`config.mk`:
```
export PLATFORM = sky130hd
export DESIGN_NAME = banco_registradores_wb
export DESIGN_NICKNAME = d
export VERILOG_FILES = /design/src/rtl/banco_registradores_wb.sv
export SDC_FILE = /design/constraint.sdc
export NUM_CORES = 2
export LEC_CHECK = 0
export BUFFER_PORTS_ARGS = -buffer_cell sky130_fd_sc_hd__buf_2
export CORE_MARGIN = 8
export CORE_UTILIZATION = 45
export DETAILED_ROUTE_END_ITERATION = 6
export GPL_TIMING_DRIVEN = 0
export SLEW_MARGIN = 10
export SYNTH_ARGS = -nofsm -noshare
export SYNTH_HDL_FRONTEND = slang
export SYNTH_SLANG_ARGS = --single-unit
```
`constraint.sdc`:
```
create_clock -name clock -period 43.1 [get_ports clock]
set_clock_uncertainty 0.05 [all_clocks]
set_input_delay 6.465 -clock clock [delete_from_list [all_inputs] [get_ports clock]]
set_output_delay 6.465 -clock clock [all_outputs]
set_load 0.05 [all_outputs]
```
`src/rtl/banco_registradores_wb.sv`:
```
// banco_registradores_wb: register file fed by the writeback stage. It also
// holds a load scoreboard that stalls decode while an operand is waiting on
// an outstanding memory load.
//
// Ports:
//   clock        - single clock, all state updates on posedge
//   reset        - asynchronous, active-high; clears registers and scoreboard
//   RegWrite     - writeback write enable
//   regEscrita   - writeback destination index
//   dadoEscrita  - writeback data (ALU result or memory read data)
//   regLeitura1  - read port 1 index (rs)
//   regLeitura2  - read port 2 index (rt)
//   dadoLido1    - read port 1 data (combinational, with write-through bypass)
//   dadoLido2    - read port 2 data (combinational, with write-through bypass)
//   loadIssue    - a load leaves decode this cycle
//   loadDest     - destination index of that load
//   stall        - combinational; decode must hold because an operand is pending
module banco_registradores_wb #(
  parameter int unsigned NUM_REGS = 32,
  parameter int unsigned WIDTH    = 32
) (
  input  logic                          clock,
  input  logic                          reset,
  input  logic                          RegWrite,
  input  logic [$clog2(NUM_REGS)-1:0]   regEscrita,
  input  logic [WIDTH-1:0]              dadoEscrita,
  input  logic [$clog2(NUM_REGS)-1:0]   regLeitura1,
  input  logic [$clog2(NUM_REGS)-1:0]   regLeitura2,
  output logic [WIDTH-1:0]              dadoLido1,
  output logic [WIDTH-1:0]              dadoLido2,
  input  logic                          loadIssue,
  input  logic [$clog2(NUM_REGS)-1:0]   loadDest,
  output logic                          stall
);

  localparam int unsigned IDX_W = $clog2(NUM_REGS);

  // Entry 0 is kept in the array for uniform indexing but is never written.
  logic [WIDTH-1:0]    regs [NUM_REGS];
  logic [NUM_REGS-1:0] busy;

  logic writeValid;
  logic loadValid;
  logic bypass1;
  logic bypass2;

  // Writes and load sets aimed at register 0 are discarded.
  assign writeValid = RegWrite  && (regEscrita != IDX_W'(0));
  assign loadValid  = loadIssue && (loadDest   != IDX_W'(0));

  // A writeback to the index being read forwards its data in the same cycle.
  assign bypass1 = writeValid && (regEscrita == regLeitura1);
  assign bypass2 = writeValid && (regEscrita == regLeitura2);

  // Architectural register storage.
  always_ff @(posedge clock or posedge reset) begin
    if (reset) begin
      for (int i = 0; i < int'(NUM_REGS); i++) begin
        regs[i] <= '0;
      end
    end else if (writeValid) begin
      regs[regEscrita] <= dadoEscrita;
    end
  end

  // Load scoreboard; the set is written last so a younger load on the same
  // index wins over the retiring writeback.
  always_ff @(posedge clock or posedge reset) begin
    if (reset) begin
      busy <= '0;
    end else begin
      if (writeValid) begin
        busy[regEscrita] <= 1'b0;
      end
      if (loadValid) begin
        busy[loadDest] <= 1'b1;
      end
    end
  end

  // Read ports: reads are zero while reset is held.
  always_comb begin
    dadoLido1 = '0;
    dadoLido2 = '0;
    if (!reset) begin
      if (regLeitura1 != IDX_W'(0)) begin
        dadoLido1 = bypass1 ? dadoEscrita : regs[regLeitura1];
      end
      if (regLeitura2 != IDX_W'(0)) begin
        dadoLido2 = bypass2 ? dadoEscrita : regs[regLeitura2];
      end
    end
  end

  // Stall depends only on indices, RegWrite and busy; busy[0] is never set.
  always_comb begin
    stall = 1'b0;
    if ((busy[regLeitura1] && !bypass1) || (busy[regLeitura2] && !bypass2)) begin
      stall = 1'b1;
    end
  end

endmodule

```
==> results.py <==
metrics = {
    "placement": {
        "place_congestion": 1.03,
        "dpl.cell_count": 5451,
        "io_buffers": 113,
        "dpl_cell_area_um2": 59700,
        "dp_hpwl_mm": 165,
    },
    "final_layout": {
        "mostFrequentLayoutCells": "dfrtp_1, mux2_2, mux4_2",
        "drive_above_1_share": 0.461,
        "fin_cells": 5687,
        "final_common_cell": "dfrtp_1",
        "design_area_um2": 63800,
        "fin_nets": 3976,
        "layout-area-overhead-vs-synth_pct": 12.7,
    },
    "critical_path": {
        "ff2ff_setup_slack_ns": 42.19,
        "startpoint": "regLeitura1[1]",
        "crit_end": "dadoLido1[0]",
        "worst-path-max-fanout": 10,
        "endpoint_kind": "output port",
        "r2r-start": "regs[272]",
        "r2r_cells": 1,
        "critPathRequiredTime_ns": 36.58,
        "r2r-end": "regs[272]",
        "path_class": "input port to output port",
        "critPathLaunchType": "input port",
        "crit_arrival_ns": 10.75,
    },
    "clocking": {
        "cts-root-buf": "clkbuf_16",
        "postCtsSetupBuffers": 0,
        "hold_buffers": 0,
        "clock_latency_ns": 0.75,
        "path_clk_slew_ns": 0.06,
        "cts.sinks": 1056,
        "cts-buffers-inserted": 117,
        "htree_levels": 3,
        "cts_tree": "done",
        "cts_buffer_depth": 3,
        "cts_resized": 0,
    },
    "detailed_routing": {
        "wl_per_cell_um": 39.5,
        "wl_met3_mm": 25.2,
        "vias": 38991,
        "drt_iter0_markers": 5120,
        "dr_wl_met2_mm": 94.0,
        "viasPerCell": 6.86,
        "drc_errors": 0,
        "first_pass_iters": 7,
        "wl_met1_mm": 91.0,
        "postRouteAntennaNets": 0,
        "finalWirelength_mm": 225,
        "routed.top_layer": "met5",
    },
    "yosys": {
        "avgSynthCellArea_um2": 15.4,
        "synth_cell_types": 55,
        "synth_edf_count": 0,
        "synth_warnings": 0,
        "ys_ff_latch": 1056,
        "yosysSeqAreaShare": 0.466,
        "async_reset_ff_frac": 1.00,
        "yosys_most_used_dff": "dfrtp_1",
        "syn-num-nets": 3729,
        "synthesis.instances": 3673,
        "syn-cell-area_um2": 56700,
    },
    "sta": {
        "rsz0062_at_grt": "no",
        "slew_violations": 0,
        "relSlewSlack": 0.0615,
        "setup_viol": 0,
        "finalCritPeriodShare": 0.401,
        "hold_viol_final": 0,
        "min_period_ns": 17.27,
        "worst_pin_slew_ns": 1.41,
        "fmax_ghz": 0.0579,
    },
    "die": {
        "dieArea_um2": 138000,
        "fp.dieW_um": 371,
        "design.core.area_um2": 125000,
        "die_h_um": 371,
        "start_util": 0.452,
        "row_count": 130,
        "io_pins": 121,
    },
    "grt": {
        "grt_pass1_vias": 38264,
        "antenna_found_initial": 25,
        "grt_pass1_wl_mm": 312,
        "grt_use_total": 0.325,
        "grt_max_degree": 116,
        "grt-ovfl-total": 0,
    },
    "status": {
        "status": "finished clean",
    },
    "pwr": {
        "ir_drop_mv": 0.0353,
        "p_leak_uw": 0.0278,
        "power_density_nw_per_um2": 48.4,
    },
    "job": {
        "cap_violations": 0,
    },
    "hold_path": {
        "min_path_type": "flip-flop to flip-flop",
    },
}
==> metal layers <==
layer / track usage / up-vias
li1: - / 14885
met1: 0.455 / 21168
met2: 0.454 / 2361
met3: 0.0942 / 563
met4: 0.178 / 14
met5: 0 / -
==> layout make-up <==
cell class,instances,area (um2)
fill,10619,61400
multi-input combinational,2186,28400
sequential,1056,26400
clock buffer,172,3500
tap,1650,2060
buffer,428,1920
timing repair buffer,128,927
clock inverter,47,597
antenna,17,42.5
inverter,3,18.8
==> logic make-up after synthesis <==
logic type	Yosys count	synth area share
buf+inv	431	0.0338
xor+xnor	10	0.00155
compound gates	313	0.0400
simple gates	205	0.0194
flops	1056	0.466
mux	1658	0.439
==> synthesized netlist by cell type, types with 2 or more instances <==
library cell | instances | share of area
or2_2 | 2 | 0.00022
nor3b_1 | 6 | 0.00079
nand4_1 | 4 | 0.00044
nand4b_1 | 3 | 0.00046
a22o_1 | 20 | 0.0031
mux2i_1 | 103 | 0.018
nor2_1 | 17 | 0.0011
nor3_1 | 10 | 0.00088
or4_1 | 3 | 0.00040
buf_6 | 6 | 0.0012
mux2_2 | 780 | 0.15
nand3_1 | 25 | 0.0022
a32o_1 | 4 | 0.00071
a21o_1 | 9 | 0.0012
dfrtp_1 | 1056 | 0.47
nand2b_1 | 6 | 0.00066
a22oi_1 | 52 | 0.0069
o221ai_1 | 8 | 0.0012
o2bb2ai_1 | 2 | 0.00031
o21ai_0 | 64 | 0.0057
buf_4 | 23 | 0.0030
mux2_1 | 212 | 0.042
nand2_1 | 49 | 0.0032
nand3b_1 | 2 | 0.00026
clkbuf_1 | 211 | 0.014
o32ai_1 | 3 | 0.00046
and2_1 | 3 | 0.00033
a211oi_1 | 86 | 0.011
nor2b_1 | 68 | 0.0075
or2_1 | 2 | 0.00022
buf_2 | 130 | 0.011
and3_1 | 2 | 0.00022
a21oi_1 | 11 | 0.00097
mux4_2 | 563 | 0.22
xnor2_1 | 10 | 0.0015
o22ai_1 | 12 | 0.0013
a211o_1 | 32 | 0.0049
buf_1 | 57 | 0.0038
==> sequential cells by signal, summed over array words and instances, names as in the netlist <==
register,count
regs,1024
busy,32
==> critical path: stages <==
cell and delay, ns:
buf_2 0.23, buf_2 0.36, buf_2 0.52, clkbuf_1 0.98
mux4_2 0.39, mux2i_1 0.15, a211oi_1 1.12, a211o_1 0.23
buf_2 0.28
==> how the worst min path moves through the flow <==
stage,slack [ns],to,cells past startpoint,start
global placement,0.40,regs[1011],1,regs[1011]
floorplan,0.39,busy[0],1,busy[0]
global route,0.44,regs[998],1,regs[998]
finish,0.42,regs[1013],1,regs[1013]
CTS,0.43,regs[998],1,regs[998]
detailed placement,0.41,regs[1010],1,regs[1010]
==> report_power, final <==
group / switching, uW / internal [uW]
sequential: 137 / 1180
combinational: 332 / 360
clock: 442 / 637
==> per-stage QoR <==
stage | total power, uW | hold slack, ns | util | TNS, ns | setup WS (ns)
finish | 3090 | 0.424 | 0.510 | 0 | 25.83
global route | 3180 | 0.444 | 0.510 | 0 | 25.87
CTS | 3080 | 0.430 | 0.509 | 0 | 26.04
detailed placement | 2000 | 0.414 | 0.477 | 0 | 26.07
global placement | 1980 | 0.403 | 0.473 | -7642.99 | -13.98
floorplan | 1780 | 0.391 | - | 0 | 3.20
No activity file was read; power rests on OpenSTA's default activity.
